**config.mk**
```make
export PLATFORM = sky130hd
export DESIGN_NAME = apb_slave_regfile
export DESIGN_NICKNAME = d
export VERILOG_FILES = /design/src/rtl/apb_slave_regfile.sv
export SDC_FILE = /design/constraint.sdc
export NUM_CORES = 1
export LEC_CHECK = 0
export ABC_AREA = 1
export BUFFER_PORTS_ARGS = -buffer_cell sky130_fd_sc_hd__buf_2
export CAP_MARGIN = 20
export CORE_MARGIN = 2
export CORE_UTILIZATION = 45
export CTS_CLUSTER_DIAMETER = 120
export DETAILED_ROUTE_END_ITERATION = 10
export PLACE_DENSITY_LB_ADDON = 0.05
export SETUP_SLACK_MARGIN = 0.2
export SYNTH_ARGS = -nofsm -noshare
export SYNTH_HDL_FRONTEND = slang
export SYNTH_SLANG_ARGS = --single-unit
```
**constraint.sdc**
```tcl
create_clock -name pclock -period 2 [get_ports pclock]
set_clock_uncertainty 0.05 [all_clocks]
set_input_delay 0.4 -clock pclock [delete_from_list [all_inputs] [get_ports pclock]]
set_output_delay 0.4 -clock pclock [all_outputs]
set_load 0.02 [all_outputs]
```
**src/rtl/apb_slave_regfile.sv**
```systemverilog
// apb_slave_regfile
// APB3 completer fronting a small word-addressed register file. Each transfer
// can be stretched by a fixed number of wait states. Accesses that are
// misaligned or fall outside the register file complete with pslverr and
// leave the registers untouched. All bus outputs come straight from flops.
//
// Handshake: the requester presents a setup cycle (psel=1, penable=0) and then
// holds psel=1, penable=1 with stable paddr/pwrite/pwdata until it sees
// pready=1. The transfer completes in the cycle pready is high, and only in
// that cycle are prdata (for reads) and pslverr meaningful. Dropping psel
// before pready abandons the transfer with no side effects.
//
// o_dbg_state encoding: 0 = IDLE, 1 = WAIT, 2 = ACK.

module apb_slave_regfile #(
  parameter int ADDR_WIDTH  = 32,
  parameter int DATA_WIDTH  = 32,
  parameter int MEM_DEPTH   = 16,
  parameter int WAIT_CYCLES = 0
) (
  input  logic                  pclock,
  input  logic                  presetn,
  input  logic                  psel,
  input  logic                  penable,
  input  logic                  pwrite,
  input  logic [ADDR_WIDTH-1:0] paddr,
  input  logic [DATA_WIDTH-1:0] pwdata,
  output logic [DATA_WIDTH-1:0] prdata,
  output logic                  pready,
  output logic                  pslverr,
  output logic [1:0]            o_dbg_state
);

  localparam int IDX_W = (MEM_DEPTH > 1) ? $clog2(MEM_DEPTH) : 1;
  // Counter preload: the first access cycle is already one of the wait states.
  localparam logic [3:0] CNT_INIT = (WAIT_CYCLES > 0) ? 4'(WAIT_CYCLES - 1) : 4'd0;

  typedef enum logic [1:0] {
    S_IDLE = 2'd0,
    S_WAIT = 2'd1,
    S_ACK  = 2'd2
  } state_t;

  state_t                r_state;
  logic [3:0]            r_cnt;
  logic [ADDR_WIDTH-1:0] r_addr;
  logic                  r_write;
  logic [DATA_WIDTH-1:0] r_wdata;
  logic [DATA_WIDTH-1:0] r_prdata;
  logic                  r_pready;
  logic                  r_pslverr;
  logic [DATA_WIDTH-1:0] r_mem [MEM_DEPTH];

  logic                  w_setup;
  logic [ADDR_WIDTH-1:0] w_dec_addr;
  logic                  w_dec_write;
  logic [IDX_W-1:0]      w_idx;
  logic                  w_err;
  logic [DATA_WIDTH-1:0] w_ack_prdata;
  logic                  w_commit;

  assign w_setup = psel & ~penable;

  // In IDLE the decode looks at the live bus so a zero-wait transfer can
  // load its response on the setup edge; afterwards it uses the latched copy.
  assign w_dec_addr  = (r_state == S_IDLE) ? paddr  : r_addr;
  assign w_dec_write = (r_state == S_IDLE) ? pwrite : r_write;

  assign w_idx = w_dec_addr[2 +: IDX_W];
  assign w_err = (w_dec_addr[1:0] != 2'b00) ||
                 ((w_dec_addr >> 2) >= ADDR_WIDTH'(MEM_DEPTH));

  // Read data returned on entering ACK; writes and errors return zero.
  assign w_ack_prdata = (w_dec_write || w_err) ? '0 : r_mem[w_idx];

  // A good write commits on the edge that closes its ACK cycle.
  assign w_commit = (r_state == S_ACK) && r_write && !w_err;

  assign prdata      = r_prdata;
  assign pready      = r_pready;
  assign pslverr     = r_pslverr;
  assign o_dbg_state = r_state;

  // Transfer sequencer: setup capture, wait-state count, one-cycle response.
  always_ff @(posedge pclock or negedge presetn) begin
    if (!presetn) begin
      r_state   <= S_IDLE;
      r_cnt     <= 4'd0;
      r_addr    <= '0;
      r_write   <= 1'b0;
      r_wdata   <= '0;
      r_prdata  <= '0;
      r_pready  <= 1'b0;
      r_pslverr <= 1'b0;
    end else begin
      r_pready  <= 1'b0;
      r_pslverr <= 1'b0;
      r_prdata  <= '0;
      case (r_state)
        S_IDLE: begin
          // psel with penable already high is not a valid setup; ignore it.
          if (w_setup) begin
            r_addr  <= paddr;
            r_write <= pwrite;
            r_wdata <= pwdata;
            if (WAIT_CYCLES == 0) begin
              r_state   <= S_ACK;
              r_pready  <= 1'b1;
              r_pslverr <= w_err;
              r_prdata  <= w_ack_prdata;
            end else begin
              r_state <= S_WAIT;
              r_cnt   <= CNT_INIT;
            end
          end
        end
        S_WAIT: begin
          if (!psel) begin
            r_state <= S_IDLE;
            r_cnt   <= 4'd0;
          end else if (r_cnt == 4'd0) begin
            r_state   <= S_ACK;
            r_pready  <= 1'b1;
            r_pslverr <= w_err;
            r_prdata  <= w_ack_prdata;
          end else begin
            r_cnt <= r_cnt - 4'd1;
          end
        end
        S_ACK: begin
          r_state <= S_IDLE;
        end
        default: begin
          r_state <= S_IDLE;
        end
      endcase
    end
  end

  // Register file storage; cleared by reset, written only by a good write.
  always_ff @(posedge pclock or negedge presetn) begin
    if (!presetn) begin
      for (int i = 0; i < MEM_DEPTH; i++) begin
        r_mem[i] <= '0;
      end
    end else if (w_commit) begin
      r_mem[w_idx] <= r_wdata;
    end
  end

endmodule

```
# Word level (Yosys, flattened, before mapping)
# Index checks and enable logic that the tools add are counted.
[word_totals] memories=0 output_inout_bits=36 mem_bits_ro=0 reg_bits=617 ramBits=0 latch_bits=0 wordCells=75
[op_classes] eq_ne=5 multipliers=0 n_mux=27 addsub=1 n_reduce_logical=12 n_shift=0 bitwise=3 order_cmp=3 div=0
[op_table] op="bitwise mux 512 bit" count=1
[op_table] op="2-to-1 mux 32 bit" count=8
[op_table] op="binary-select mux 32 bit (select 4 bit)" count=1
[op_table] op="demux 32 bit (select 4 bit)" count=1
[op_table] op="case mux 32 bit (2 select lines)" count=1
[op_table] op=">= comparator 30 x 5 -> 1 bit (second input constant)" count=1
[op_table] op="2-to-1 mux 4 bit" count=2
[op_table] op="2-to-1 mux 1 bit" count=7
[op_table] op="2-to-1 mux 2 bit" count=3
[op_table] op="AND reduction 2 bit" count=3
[op_table] op=">= comparator 5 bit (second input constant)" count=1
[op_table] op="< comparator 5 x 1 -> 1 bit (second input constant)" count=1
[op_table] op="inverter 4 -> 5 bit" count=1
[op_table] op="zero test 4 bit" count=1
[op_table] op="inequality test 2 bit (second input constant)" count=2
[op_table] op="case mux 1 bit (2 select lines)" count=2
[op_table] op="case mux 2 bit (2 select lines)" count=1
[op_table] op="subtractor 4 x 1 -> 4 bit (second input constant)" count=1
[op_table] op="logical AND 1 bit" count=3
[op_table] op="inequality test 3 bit (second input constant)" count=1
[op_table] op="== test 2 x 1 -> 1 bit (second input constant)" count=1
[op_table] op="== test 2 bit (second input constant)" count=1
[op_table] op="zero test 2 bit" count=1
[op_table] op="logical OR 1 bit" count=2
[op_table] op="4 further kinds" count=4

# Longest topological paths before layout
[logic_depth] ltp_word=10 depth_mapped=12 mapped_depth_nobuf=10

# Worst setup path before layout
# Ideal clock, no wire load.
[synth_path] path_type="reg-to-reg" start="register r_state[1] (netlist: o_dbg_state[1])" end="register r_mem[437] (netlist bit)" setup_ns=0.117 path_buffers=2 slack_ns=-0.001 arrival_time_ns=1.834 path_stages_with_launch=11 required_time_ns=1.833 cell_sequence="dfrtp_1 -> buf_4 -> nand2_1 -> nand2_2 -> nor2_2 -> inv_2 -> nor2_1 -> nand3_2 -> clkbuf_1 -> nand2_1 -> nand2_1"
[synth_via] elab_chain_len=8
[synth_rtl] element="from (decl)" line_no="44" text="state_t r_state;"
[synth_rtl] element="from (signal assigned)" line_no="87" text="r_state <= S_IDLE;"
[synth_rtl] element="from (signal assigned)" line_no="107" text="r_state <= S_ACK;"
[synth_rtl] element="from (signal assigned)" line_no="112" text="r_state <= S_WAIT;"
[synth_rtl] element="branches (longest 8 deep; another with >= comparator 30 x 5 -> 1 bit)"
[synth_rtl] element="to (signal, indexed assignment)" line_no="147" text="r_mem[w_idx] <= r_wdata;"
[synth_rtl] element="to (decl)" line_no="52" text="logic [DATA_WIDTH-1:0] r_mem [MEM_DEPTH];"
# Parallel ways; which one is timed is not known.
# A chain may end at the register's enable or synchronous reset.

# Worst setup path in the final report
[layout_path] start="register r_state[1] (netlist: o_dbg_state[1])" end="register r_mem[302] (netlist bit)"
# The elaborated chain is that of the path after synthesis.

==> impl_metrics.tcl <==
set metrics [dict create \
    grt_pass1_vias 28280 \
    clock-root-buffer "clkbuf_16" \
    wl_met1_um 51800 \
    maxSlewViolCount 0 \
    async_flop_share_pct 100.0 \
    overflow 0 \
    num-fill-cells 6252 \
    seq_area_frac_synth_pct 49.48 \
    finalSetupTns_ns -62.71 \
    p_clk_share_pct 43.2 \
    first_pass_iters 6 \
    vias 30090 \
    cp.arrival_ns 2.69 \
    crit_path_start "o_dbg_state[1]" \
    p_comb_share_pct 13.8 \
    antenna_found_initial 1 \
    post-route-period-util_pct 111.3 \
    wire_per_inst_um 22.29 \
    critical_path.startpoint_type "flip-flop" \
    seq_area_um2 15320 \
    gp_congestion 0.8284 \
    nNetsFinal 4541 \
    areaGrowthSynthToFinish_pct 30.46 \
    placementRows 96 \
    period_minus_slack_ns 2.226 \
    top_layer_used "met4" \
    post-place-ws_ns -0.2599 \
    worst_pin_slew_ns 0.9126 \
    port-buffer-count 103 \
    path_clk_slew_ns 0.06 \
    synth_edf_count 0 \
    cts.path.max_buffers 3 \
    final_common_cell "nand2_1" \
    most-common-layout-cells "nand2_1, dfrtp_1, nand4_1" \
    p_switching_mw 8.758 \
    fmax_ghz 0.4493 \
    cts.sinks 612 \
    synth.cell_area_um2 30950 \
    crit_type "flip-flop to flip-flop" \
    crit_required_ns 2.46 \
    regToRegStartpoint "o_dbg_state[1]" \
    drc_errors 0 \
    wl_met2_um 55510 \
    seq_power_share_pct 43.0 \
    syn_inst 4240 \
    die_area_um2 70900 \
    worst_slack_ns -0.2259 \
    fp.dieW_um 266.3 \
    synth_cell_type_count 23 \
    htreeDepth 3 \
    dr_wl_met3_um 8608 \
    multi_input_area_um2 13560 \
    hold_path.class "input port to flip-flop" \
    place_inst 5128 \
    insertedDiodeCount 0 \
    status "finished, violations left" \
    pin_count 105 \
    vias_per_cell 5.568 \
    maxSlewHeadroom_pct 39.16 \
    internal-power_mw 21.80 \
    ys_seq_elements 612 \
    cp-end-kind "flip-flop" \
    hold_viol_final 0 \
    die_h_um 266.3 \
    start_util_pct 45.29 \
    grt_pass1_wl_um 174800 \
    finalNonFillerCells 5405 \
    finalPower_mw 30.56 \
    sw_frac_of_total_pct 28.66 \
    syn_avg_cell_area_um2 7.300 \
    setup_viol 544 \
    cts_buffers 71 \
    rsz0062_at_grt "true" \
    place_hpwl_um 67570 \
    drtIter0Drc 3263 \
    tritoncts "built" \
    grt_max_degree 92 \
    ys.flop_type "dfrtp_1" \
    drive_gt1_share_pct 17.11 \
    p_leak_nw 21.03 \
    p_per_area_nw_per_um2 756.8 \
    crit_path_max_fanout 16 \
    detail-route-antenna-nets 0 \
    postRouteWirelength_um 120500 \
    peakVddDrop_v 0.0006851 \
    grt_usage_pct 32.19 \
    syn-num-nets 4309 \
    drv_cap 0 \
    violations "negative setup slack" \
    insertion_delay_ns 0.63 \
    ys.warnings.count 0 \
    coreArea_um2 68350 \
    holdCritStartpoint "pwdata[22]" \
]
## sequential cells by signal (all words and copies together), names as in the netlist
| signal | cells |
|---|---|
| r_wdata | 32 |
| o_dbg_state | 1 |
| r_mem | 512 |
| pready | 1 |
| r_addr | 32 |
| prdata | 32 |
| r_write | 1 |
| pslverr | 1 |
## synth_stat cells (4+ instances only)
master	number	area, um^2
nand4_1	512	3203
buf_4	9	67.56
nor2_2	7	43.79
buf_1	17	63.81
nand3_2	6	60.06
o21ai_0	235	1176
dfrtp_1	612	15310
nor2_1	68	255.2
inv_1	311	1167
inv_2	7	26.28
nor3_1	4	20.02
clkbuf_1	229	859.6
nand2_1	1969	7391
nand3_1	78	390.4
a21oi_1	32	160.2
buf_2	134	670.6
## repair_timing
action	4_1_cts	5_1_grt
cloned	15	45
gates resized for setup	107	175
buffers inserted	26	17
hold buffers	49	1
pin swaps	47	84
endpoints found under the setup margin	553	604
hold endpoints to repair	209	1
## worst max-delay path: stages, from the launching register on
cell,delay (ns)
dfrtp_2,0.44
buf_4,0.17
nand2_2,0.08
o21ai_4,0.08
buf_12,0.16
nor2_4,0.14
buf_12,0.12
inv_2,0.08
nor2_4,0.22
nand3_4,0.16
clkbuf_16,0.25
nand2_1,0.09
nand2_1,0.06
## worst paths after layout
| kind | end | slack, ns | cells after the start |
|---|---|---|---|
| worst max register to register | r_mem[302] | -0.23 | 12 |
| worst max-delay path | r_mem[302] | -0.23 | 12 |
| worst min-delay path | r_wdata[22] | 0.02 | 3 |
| worst min register to register | r_mem[444] | 0.41 | 2 |
| max in group asynchronous | r_mem[378] | 0.89 | 3 |
| min in group asynchronous | r_mem[362] | 0.23 | 2 |
## power by group through the flow
stage          clock, mW  combinational, mW  sequential [mW]
5_1_grt             13.8               4.60             13.2
6_report            13.2               4.22             13.1
3_5_place_dp           0               3.85             13.3
4_1_cts             13.4               4.02             13.1
2_1_floorplan          0               2.26             12.9
3_3_place_gp           0               3.85             13.3
## layer usage
layer,vias to the layer above,track usage [%]
met5,-,0
met4,0,10.43
met3,236,4.556
met2,1222,51.28
met1,14560,45.30
li1,14070,-
## area by class of cell
class | instances | area share, %
Inverter | 319 | 3.003
Clock inverter | 15 | 0.3997
Clock buffer | 109 | 5.311
Timing Repair Buffer | 547 | 17.05
Multi-Input combinational cell | 2921 | 33.57
Tap cell | 882 | 2.733
Sequential cell | 612 | 37.93
## stage by stage
stage | hold WS [ns] | cell area, um^2 | utilization (%)
final | 0.01930 | 40380 | 59.08
after global routing | 0.02682 | 40380 | 59.08
after CTS | 0.0001177 | 38540 | 56.39
after detailed placement | 0.2705 | 34730 | 50.82
after global placement | 0.2763 | 34730 | 50.82
after floorplan | 0.05441 | 31160 | -
## kinds of logic (layout without fill, tap and decap cells)
group                  count (synthesis)  in the layout  share of synthesized area [%]
and+or+nand+nor                     2649           2650                          36.85
buffers and inverters                708            990                          9.237
DFF                                  612            612                          49.48
AOI/OAI and AO/OA                    270            270                          4.426
other                                  1              1                        0.01212
Power figures use the tool's default switching activity.
